File: src/rtl/wave_pkg.sv
// Shared types and defaults for waveform measurement blocks.
// Sample codes are 8-bit unsigned; MID/HYST defaults match the wave sources' full-scale swing.
package wave_pkg;

  localparam int SAMPLE_W = 8;
  localparam int MID_DEF  = 128;
  localparam int HYST_DEF = 8;

  typedef enum logic [1:0] {
    START  = 2'd0,
    ARM    = 2'd1,
    RUN_HI = 2'd2,
    RUN_LO = 2'd3
  } state_t;

endpackage

File: src/rtl/wave_analyzer_if.sv
// Sample stream in, period/peak/trough measurement out; master is the wave source side.
// No ready signal: every cycle with sample_valid=1 is consumed.
interface wave_analyzer_if #(
  parameter int CNT_W = 16
);

  logic                          sample_valid;
  logic [wave_pkg::SAMPLE_W-1:0] sample;
  logic                          clear;
  logic [CNT_W-1:0]              period;
  logic [wave_pkg::SAMPLE_W-1:0] max_val;
  logic [wave_pkg::SAMPLE_W-1:0] min_val;
  logic                          meas_valid;
  logic                          locked;
  logic                          timeout;

  modport master (
    output sample_valid, sample, clear,
    input  period, max_val, min_val, meas_valid, locked, timeout
  );

  modport slave (
    input  sample_valid, sample, clear,
    output period, max_val, min_val, meas_valid, locked, timeout
  );

endinterface

File: src/rtl/wave_hyst_cmp.sv
// Classifies a sample against a hysteresis band around MID: hi at/above MID+HYST, lo at/below MID-HYST.
// Purely combinational, zero latency; in-band samples assert neither flag.
module wave_hyst_cmp
  import wave_pkg::*;
#(
  parameter int MID  = MID_DEF,
  parameter int HYST = HYST_DEF
) (
  input  logic [SAMPLE_W-1:0] i_sample,
  output logic                o_hi,
  output logic                o_lo
);

  localparam logic [SAMPLE_W-1:0] HI_TH = SAMPLE_W'(MID + HYST);
  localparam logic [SAMPLE_W-1:0] LO_TH = SAMPLE_W'(MID - HYST);

  assign o_hi = (i_sample >= HI_TH);
  assign o_lo = (i_sample <= LO_TH);

endmodule

File: src/rtl/wave_analyzer.sv
// Measures period, peak and trough between rising hysteresis crossings; outputs registered, meas_valid one cycle after the crossing sample.
// No backpressure: idle cycles (sample_valid=0) hold all state; clear restarts synchronously and outranks sample_valid.
module wave_analyzer
  import wave_pkg::*;
#(
  parameter int CNT_W = 16,
  parameter int MID   = MID_DEF,
  parameter int HYST  = HYST_DEF
) (
  input  logic             clk,
  input  logic             rst,
  wave_analyzer_if.slave   bus
);

  localparam logic [CNT_W-1:0] CNT_ONE = CNT_W'(1);

  state_t                r_state,  w_state_nxt;
  logic [CNT_W-1:0]      r_cnt,    w_cnt_nxt;
  logic [SAMPLE_W-1:0]   r_run_max, w_run_max_nxt;
  logic [SAMPLE_W-1:0]   r_run_min, w_run_min_nxt;
  logic [CNT_W-1:0]      r_period, w_period_nxt;
  logic [SAMPLE_W-1:0]   r_max_val, w_max_val_nxt;
  logic [SAMPLE_W-1:0]   r_min_val, w_min_val_nxt;
  logic                  r_meas_valid, w_meas_valid_nxt;
  logic                  r_locked, w_locked_nxt;
  logic                  r_timeout, w_timeout_nxt;

  logic                  w_hi;
  logic                  w_lo;
  logic                  w_sat;
  logic [SAMPLE_W-1:0]   w_max_upd;
  logic [SAMPLE_W-1:0]   w_min_upd;

  wave_hyst_cmp #(
    .MID  (MID),
    .HYST (HYST)
  ) u_cmp (
    .i_sample (bus.sample),
    .o_hi     (w_hi),
    .o_lo     (w_lo)
  );

  assign w_sat     = &r_cnt;
  assign w_max_upd = (bus.sample > r_run_max) ? bus.sample : r_run_max;
  assign w_min_upd = (bus.sample < r_run_min) ? bus.sample : r_run_min;

  always_ff @(posedge clk or posedge rst) begin
    if (rst) begin
      r_state      <= START;
      r_cnt        <= '0;
      r_run_max    <= '0;
      r_run_min    <= '1;
      r_period     <= '0;
      r_max_val    <= '0;
      r_min_val    <= '0;
      r_meas_valid <= 1'b0;
      r_locked     <= 1'b0;
      r_timeout    <= 1'b0;
    end else begin
      r_state      <= w_state_nxt;
      r_cnt        <= w_cnt_nxt;
      r_run_max    <= w_run_max_nxt;
      r_run_min    <= w_run_min_nxt;
      r_period     <= w_period_nxt;
      r_max_val    <= w_max_val_nxt;
      r_min_val    <= w_min_val_nxt;
      r_meas_valid <= w_meas_valid_nxt;
      r_locked     <= w_locked_nxt;
      r_timeout    <= w_timeout_nxt;
    end
  end

  always_comb begin
    w_state_nxt      = r_state;
    w_cnt_nxt        = r_cnt;
    w_run_max_nxt    = r_run_max;
    w_run_min_nxt    = r_run_min;
    w_period_nxt     = r_period;
    w_max_val_nxt    = r_max_val;
    w_min_val_nxt    = r_min_val;
    w_meas_valid_nxt = 1'b0;
    w_locked_nxt     = r_locked;
    w_timeout_nxt    = r_timeout;

    if (bus.clear) begin
      w_state_nxt   = START;
      w_cnt_nxt     = '0;
      w_run_max_nxt = '0;
      w_run_min_nxt = '1;
      w_period_nxt  = '0;
      w_max_val_nxt = '0;
      w_min_val_nxt = '0;
      w_locked_nxt  = 1'b0;
      w_timeout_nxt = 1'b0;
    end else if (bus.sample_valid) begin
      unique case (r_state)
        START: begin
          if (w_lo) w_state_nxt = ARM;
        end
        ARM: begin
          if (w_hi) begin
            w_state_nxt   = RUN_HI;
            w_cnt_nxt     = CNT_ONE;
            w_run_max_nxt = bus.sample;
            w_run_min_nxt = bus.sample;
          end
        end
        RUN_HI: begin
          if (w_sat) begin
            w_state_nxt   = START;
            w_cnt_nxt     = '0;
            w_timeout_nxt = 1'b1;
            w_locked_nxt  = 1'b0;
          end else begin
            w_cnt_nxt     = r_cnt + CNT_ONE;
            w_run_max_nxt = w_max_upd;
            w_run_min_nxt = w_min_upd;
            if (w_lo) w_state_nxt = RUN_LO;
          end
        end
        RUN_LO: begin
          // A crossing wins over saturation: the window closed exactly at full count.
          if (w_hi) begin
            w_period_nxt     = r_cnt;
            w_max_val_nxt    = r_run_max;
            w_min_val_nxt    = r_run_min;
            w_cnt_nxt        = CNT_ONE;
            w_run_max_nxt    = bus.sample;
            w_run_min_nxt    = bus.sample;
            w_meas_valid_nxt = 1'b1;
            w_locked_nxt     = 1'b1;
            w_timeout_nxt    = 1'b0;
            w_state_nxt      = RUN_HI;
          end else if (w_sat) begin
            w_state_nxt   = START;
            w_cnt_nxt     = '0;
            w_timeout_nxt = 1'b1;
            w_locked_nxt  = 1'b0;
          end else begin
            w_cnt_nxt     = r_cnt + CNT_ONE;
            w_run_max_nxt = w_max_upd;
            w_run_min_nxt = w_min_upd;
          end
        end
        default: w_state_nxt = START;
      endcase
    end
  end

  assign bus.period     = r_period;
  assign bus.max_val    = r_max_val;
  assign bus.min_val    = r_min_val;
  assign bus.meas_valid = r_meas_valid;
  assign bus.locked     = r_locked;
  assign bus.timeout    = r_timeout;

endmodule

File: src/flat_wrapper.sv
// flat-port wrapper written by rule: the top's interface ports become plain ports
module wave_analyzer_flat import wave_pkg::*;
#(
  parameter int CNT_W = 16,
  parameter int MID   = MID_DEF,
  parameter int HYST  = HYST_DEF
)
  (clk, rst, bus_sample_valid, bus_sample, bus_clear, bus_period, bus_max_val, bus_min_val, bus_meas_valid, bus_locked, bus_timeout);
  wave_analyzer_if #(.CNT_W(CNT_W)) bus_i ();
  input  logic clk;
  input  logic rst;
  input wire logic [$bits(bus_i.sample_valid)-1:0] bus_sample_valid;
  input wire logic [$bits(bus_i.sample)-1:0] bus_sample;
  input wire logic [$bits(bus_i.clear)-1:0] bus_clear;
  output wire logic [$bits(bus_i.period)-1:0] bus_period;
  output wire logic [$bits(bus_i.max_val)-1:0] bus_max_val;
  output wire logic [$bits(bus_i.min_val)-1:0] bus_min_val;
  output wire logic [$bits(bus_i.meas_valid)-1:0] bus_meas_valid;
  output wire logic [$bits(bus_i.locked)-1:0] bus_locked;
  output wire logic [$bits(bus_i.timeout)-1:0] bus_timeout;
  assign bus_i.sample_valid = bus_sample_valid;
  assign bus_i.sample = bus_sample;
  assign bus_i.clear = bus_clear;
  assign bus_period = bus_i.period;
  assign bus_max_val = bus_i.max_val;
  assign bus_min_val = bus_i.min_val;
  assign bus_meas_valid = bus_i.meas_valid;
  assign bus_locked = bus_i.locked;
  assign bus_timeout = bus_i.timeout;
  wave_analyzer #(.CNT_W(CNT_W), .MID(MID), .HYST(HYST)) u_core (.clk(clk), .rst(rst), .bus(bus_i));
endmodule
File: config.mk
export PLATFORM = sky130hd
export DESIGN_NAME = wave_analyzer_flat
export DESIGN_NICKNAME = d
export VERILOG_FILES = /design/src/rtl/wave_pkg.sv /design/src/rtl/wave_analyzer_if.sv /design/src/rtl/wave_hyst_cmp.sv /design/src/rtl/wave_analyzer.sv /design/src/flat_wrapper.sv
export SDC_FILE = /design/constraint.sdc
export NUM_CORES = 1
export LEC_CHECK = 0
export ABC_AREA = 1
export CAP_MARGIN = 20
export CORE_UTILIZATION = 31
export DETAILED_ROUTE_END_ITERATION = 10
export PLACE_DENSITY = 0.62
export SLEW_MARGIN = 20
export SYNTH_ARGS = -nofsm -noshare
export SYNTH_HDL_FRONTEND = slang
export SYNTH_SLANG_ARGS = --single-unit
File: constraint.sdc
create_clock -name clk -period 2.1 [get_ports clk]
set_input_delay 0.525 -clock clk [delete_from_list [all_inputs] [get_ports clk]]
set_output_delay 0.525 -clock clk [all_outputs]
set_load 0.005 [all_outputs]
* Word-level counts from Yosys, hierarchy flattened *
Index checks and enable logic that the tools add are counted.

cells by class
  add/sub/neg operators = 1
  magnitude comparators = 4
  equality and inequality tests = 7
  mux-type cells = 54
  reduce and logical (&&, ||, !) cells = 11

operators by type and width
  kind                                                            count
  two-way mux 8 bit                                               19
  two-way mux 16 bit                                              9
  one-hot mux 16 bit (3 select lines)                             1
  one-hot mux 8 bit (3 select lines)                              2
  adder 16 x 1 -> 16 bit, second input constant                   1
  two-way mux 2 bit                                               8
  AND reduction 16 bit                                            1
  two-way mux 1 bit                                               12
  >= comparator 8 bit, second input constant                      1
  > comparator 8 bit                                              1
  less-or-equal comparator 8 x 7 -> 1 bit, second input constant  1
  < comparator 8 bit                                              1
  inequality test 4 x 3 -> 1 bit, second input constant           2
  one-hot mux 2 bit (4 select lines)                              1
  inequality test 3 bit, second input constant                    2
  AND reduction 3 bit                                             2
  nonzero test 2 bit                                              3
  AND reduction 5 bit                                             1
  == test 2 bit, second input constant                            2
  one-hot mux 1 bit (2 select lines)                              2
  nonzero test 4 bit                                              1
  nonzero test 3 bit                                              1
  == test 2 x 1 -> 1 bit, second input constant                   1
  zero test 2 bit                                                 1
  AND reduction 2 bit                                             1

word-level totals
  bits in registers = 69
  bits of input ports = 12
  output and inout bits = 35
  word-level logic and storage cells = 87

* Depth between registers and ports, before layout *
  depth after elaboration = 7
  mapped depth = 13
  mapped depth without buffers = 13

* Modules after synthesis *
Synthesis repeated with hierarchy kept, for this count alone.

second synthesis, totals
  cell total of the unflattened synthesis = 558
  area total of the unflattened synthesis = 4,124.0 µm²

modules (own cells, without submodules)
  module         times used  cells each  area each (µm²)  seq. area each (µm²)
  wave_analyzer  1           548         4,081.4          1,736.7
  wave_hyst_cmp  1           10          42.5             0.0

* Worst setup path before layout *
No wires, ideal clock.

  path type = register to register
  start = register u_core.r_run_min[7]
  end = register u_core.r_run_min[2]
  library setup time = 0.068 ns
  data arrival time = 1.626 ns
  data required time = 2.032 ns
  path slack = 0.406 ns
  stages on the path, launching flop included = 11
  path buffers = 0
  period minus slack after synthesis = 1.694 ns
  cells stage by stage = dfstp_2 inv_1 ha_1 a21o_1 nor2_1 nand2_1 inv_2 nand2_2 nand2_1 nand3_1 a21oi_2

between the ends
  longest elaborated chain between the ends = 7

RTL lines
  what                                    line                                        RTL
  start, declared                         wave_analyzer.sv:20                         logic [SAMPLE_W-1:0] r_run_min, w_run_min_nxt;
  start signal, assigned                  wave_analyzer.sv:63                         r_run_min <= w_run_min_nxt;
  < comparator 8 bit (*)                  wave_analyzer.sv:45                         assign w_min_upd = (bus.sample < r_run_min) ? bus.sample : r_run_min;
  two-way mux 8 bit (*)                   wave_analyzer.sv:45
  two-way mux 8 bit (*)                   wave_analyzer.sv:109, wave_analyzer.sv:134
  two-way mux 8 bit                       wave_analyzer.sv:123                        if (w_hi) begin
  one-hot mux 8 bit (3 select lines) (*)  wave_analyzer.sv:96                         unique case (r_state)
  two-way mux 8 bit (*)                   wave_analyzer.sv:95                         end else if (bus.sample_valid) begin
  two-way mux 8 bit (*)                   wave_analyzer.sv:85                         if (bus.clear) begin

Mark *: on every way between the ends. The rest lies on a longest branch, timed or not. The select of a mux whose other input is x is not followed.
A chain may end at the register's enable or synchronous reset.

* Final worst setup path *
  start = input bus_sample[7]
  end = register u_core.r_run_min[7]

between the ends
  longest elaborated chain between the ends = 7
  elaborated cells between the ends (all ways) = 11
  classes of those cells = order compare (2); eq/ne (1); mux (7); reduce/logical (1)

RTL lines
  what                                line                                        RTL
  start, declared                     flat_wrapper.sv:13                          input wire logic [$bits(bus_i.sample)-1:0] bus_sample;
  < comparator 8 bit                  wave_analyzer.sv:45
  two-way mux 8 bit                   wave_analyzer.sv:45
  two-way mux 8 bit                   wave_analyzer.sv:109, wave_analyzer.sv:134
  two-way mux 8 bit                   wave_analyzer.sv:123
  one-hot mux 8 bit (3 select lines)  wave_analyzer.sv:96
  two-way mux 8 bit                   wave_analyzer.sv:95
  two-way mux 8 bit                   wave_analyzer.sv:85

Several ways; a longest one is shown, not always the timed one. The select of a mux whose other input is x is not followed.

==> flow_metrics.py <==
metrics = {
    "timing": {
        "setup_slack_ps": 168.0,
        "setup_violations": 0,
        "tightestPinTransition_ps": 511.8,
        "holdWs_ps": 494.3,
        "final-max-slew-violation-count": 0,
        "fin_setup_tns_ps": 0,
        "period_share": 0.9200,
        "grt_setup_unrepaired": "no",
        "max_freq_ghz": 0.5176,
        "slew_headroom": 0.6575,
        "fin_crit_ps": 1932,
        "finClkSkew_ps": 9.321,
        "final_hold_viol_count": 0,
    },
    "final_layout": {
        "drive_above_1_share": 0.1894,
        "layout.nets": 572,
        "fillCellCount": 1146,
        "post-route-cell-area_um2": 4951,
        "area_growth_pct": 31.11,
        "n_antenna_cell": 0,
        "postLayoutCoreUtil": 0.4245,
    },
    "route": {
        "routedWlPerCell_um": 13.78,
        "wl_met1_um": 4344,
        "totalWireLength_um": 9539,
        "drt-pass1-iter-count": 4,
        "met3RoutedLength_um": 301,
        "highest-signal-layer": "met4",
        "dr_wl_met2_um": 4689,
        "ant_nets": 0,
        "drc": 0,
        "num_vias": 3293,
        "detailedRoute.firstIterationViolations": 136,
        "vias_per_cell": 4.759,
    },
    "floorplan": {
        "dieHeight_um": 112.4,
        "io_pins": 47,
        "die_w_um": 112.4,
        "initial_core_util": 0.3238,
        "die_area_um2": 12630,
        "core_um2": 11660,
        "rows": 39,
    },
    "synth": {
        "async_flop_share": 1.000,
        "synth_edf_count": 0,
        "netlist.area_leader.share": 0.4042,
        "synthesis.area_um2": 3776,
        "syn_nets": 489,
        "ys_types": 37,
        "syn_avg_cell_area_um2": 8.191,
        "yosys.area.top_type": "dfrtp_1",
        "ys_seq_area_frac": 0.4599,
        "syn_inst": 461,
        "ys_warn_count": 0,
        "synth_commonest_cells": "92 x inv_1, 78 x nand2_1, 61 x dfrtp_1",
        "synth-seq-cells": 69,
        "synthFlopType": "dfrtp_1",
        "synth_most_common_cell": "inv_1",
        "synth.area.top_cells": "dfrtp_1 40%, inv_1 9.1%, nand2_1 7.8%",
    },
    "placed_design": {
        "gp_congestion": 0.8263,
        "hpwl_um": 6933,
        "io_buffer_count": 46,
        "place_area_um2": 4637,
        "post-place-ws_ps": -246.9,
    },
    "global_route": {
        "grt_pass1_vias": 3323,
        "grt_overflow_total": 0,
        "grt_max_degree": 70,
        "grt_pass1_wl_um": 16160,
        "antenna_found_initial": 0,
        "grtUsageTotal": 0.1636,
    },
    "status": {
        "status": "complete, no violations",
    },
    "cts": {
        "cts_tree": "built",
        "cts_buffers": 9,
        "root_buffer": "clkbuf_16",
        "path_clk_slew_ps": 60,
        "htree_levels": 3,
        "clk_path_buf_depth": 2,
        "post_cts_buffers": 0,
        "clk-insertion-delay-late_ps": 340,
        "clock_sinks": 69,
    },
    "setup_path": {
        "worst_setup_path_end_kind": "register",
        "worstPathArrival_ps": 2200,
        "crit_type": "in -> reg",
        "cp_max_fo": 8,
        "start_kind": "input port",
        "cp.required_ps": 2370,
    },
    "power": {
        "vdd_ir_drop_max_uv": 391.5,
        "switchingPower_uw": 1634,
        "p_int_uw": 2981,
        "p_sw_frac": 0.3541,
        "power_density_nw_per_um2": 932.0,
        "power.leakage_uw": 0.002318,
        "combinationalPowerShare": 0.317,
        "clock_power_share": 0.316,
        "p_seq_frac": 0.367,
    },
    "flow_run": {
        "drv_cap": 0,
    },
    "min_path": {
        "hp-class": "reg -> reg",
    },
}
area by class of cell:
class                      instances  area [µm²]  area share
tap                              143       178.9     0.03614
timing repair buffer              83       777.0      0.1569
inverter                         100       384.1     0.07758
clock inverter                     5       35.03    0.007076
clock buffer                      11       252.7     0.05105
sequential                        69        1737      0.3508
multi-input combinational        281        1587      0.3204
stage by stage:
| step | std cells | power [µW] |
|---|---|---|
| finish | 692 | 4615 |
| global route | 692 | 4928 |
| CTS | 692 | 4658 |
| detailed placement | 676 | 3158 |
| global placement | 676 | 3112 |
| floorplan | 461 | 2715 |
cell families (layout without fill, tap and decap cells):
logic type,after synthesis,in the layout,share of synthesized area
AOI/OAI and AO/OA,93,93,0.1518
xor gates and xnor gates,1,1,0.002320
adders and majority gates,16,16,0.05301
buffers and inverters,111,199,0.1233
DFF,69,69,0.4599
and+or+nand+nor,171,171,0.2097
cells in the final DEF, fill, tap and decap left out, types with 7 or more instances in the layout:
cell,instances
o22ai_1,30
nor2_2,9
clkdlybuf4s50_1,42
o21ai_0,11
buf_4,34
a21oi_2,7
clkbuf_16,9
nand3_1,34
nand4_1,7
dfrtp_1,61
inv_1,91
ha_1,16
nand2_1,78
o21ai_1,8
dfstp_2,8
a21oi_1,25
nor2_1,24
path summary, 6_finish.rpt:
path                                      from                    to  slack [ps]  depth (start not counted)
min reg2reg                u_core.r_run_max[3]   u_core.r_run_max[3]         490                          2
max                              bus_sample[7]   u_core.r_run_min[7]         170                         10
max reg2reg                    u_core.r_cnt[1]       u_core.r_cnt[2]         200                          9
max in group asynchronous                  rst   u_core.r_run_min[7]        1120                          3
min                        u_core.r_run_max[3]   u_core.r_run_max[3]         490                          2
min in group asynchronous                  rst  u_core.bus.period[2]         660                          3
flip-flops by register name, summed over array words and instances, names as in the netlist:
signal                 count
u_core.bus.meas_valid      1
u_core.bus.min_val         8
u_core.r_state             2
u_core.r_cnt              16
u_core.bus.max_val         8
u_core.r_run_max           8
u_core.r_run_min           8
u_core.bus.period         16
u_core.bus.locked          1
u_core.bus.timeout         1
worst max-delay path, cell delays in order:
cell             delay [ps]
clkdlybuf4s50_1         480
ha_1                    340
a21o_1                  180
nor2_1                   90
nand2_1                  70
inv_2                    70
nand2_2                 110
nand2_1                  90
nand3_1                 100
a21oi_2                 150
power by group through the flow:
stage	combinational [µW]	sequential, µW	clock [µW]
CTS	1460	1690	1510
global route	1650	1720	1550
global placement	1410	1710	0
detailed placement	1440	1710	0
floorplan	1060	1650	0
finish	1460	1690	1460
per-layer routing:
metal,global-route usage,vias to the layer above
li1,-,1654
met1,0.2043,1560
met2,0.2733,66
met3,0.03672,13
met4,0.06844,0
met5,0,-
what timing repair did:
| action | 4_1_cts | 5_1_grt |
|---|---|---|
| endpoints found under the setup margin | 0 | 9 |
| gates resized for setup | 0 | 8 |
| hold buffers | 0 | 0 |
(Power assumes the default switching activity.)
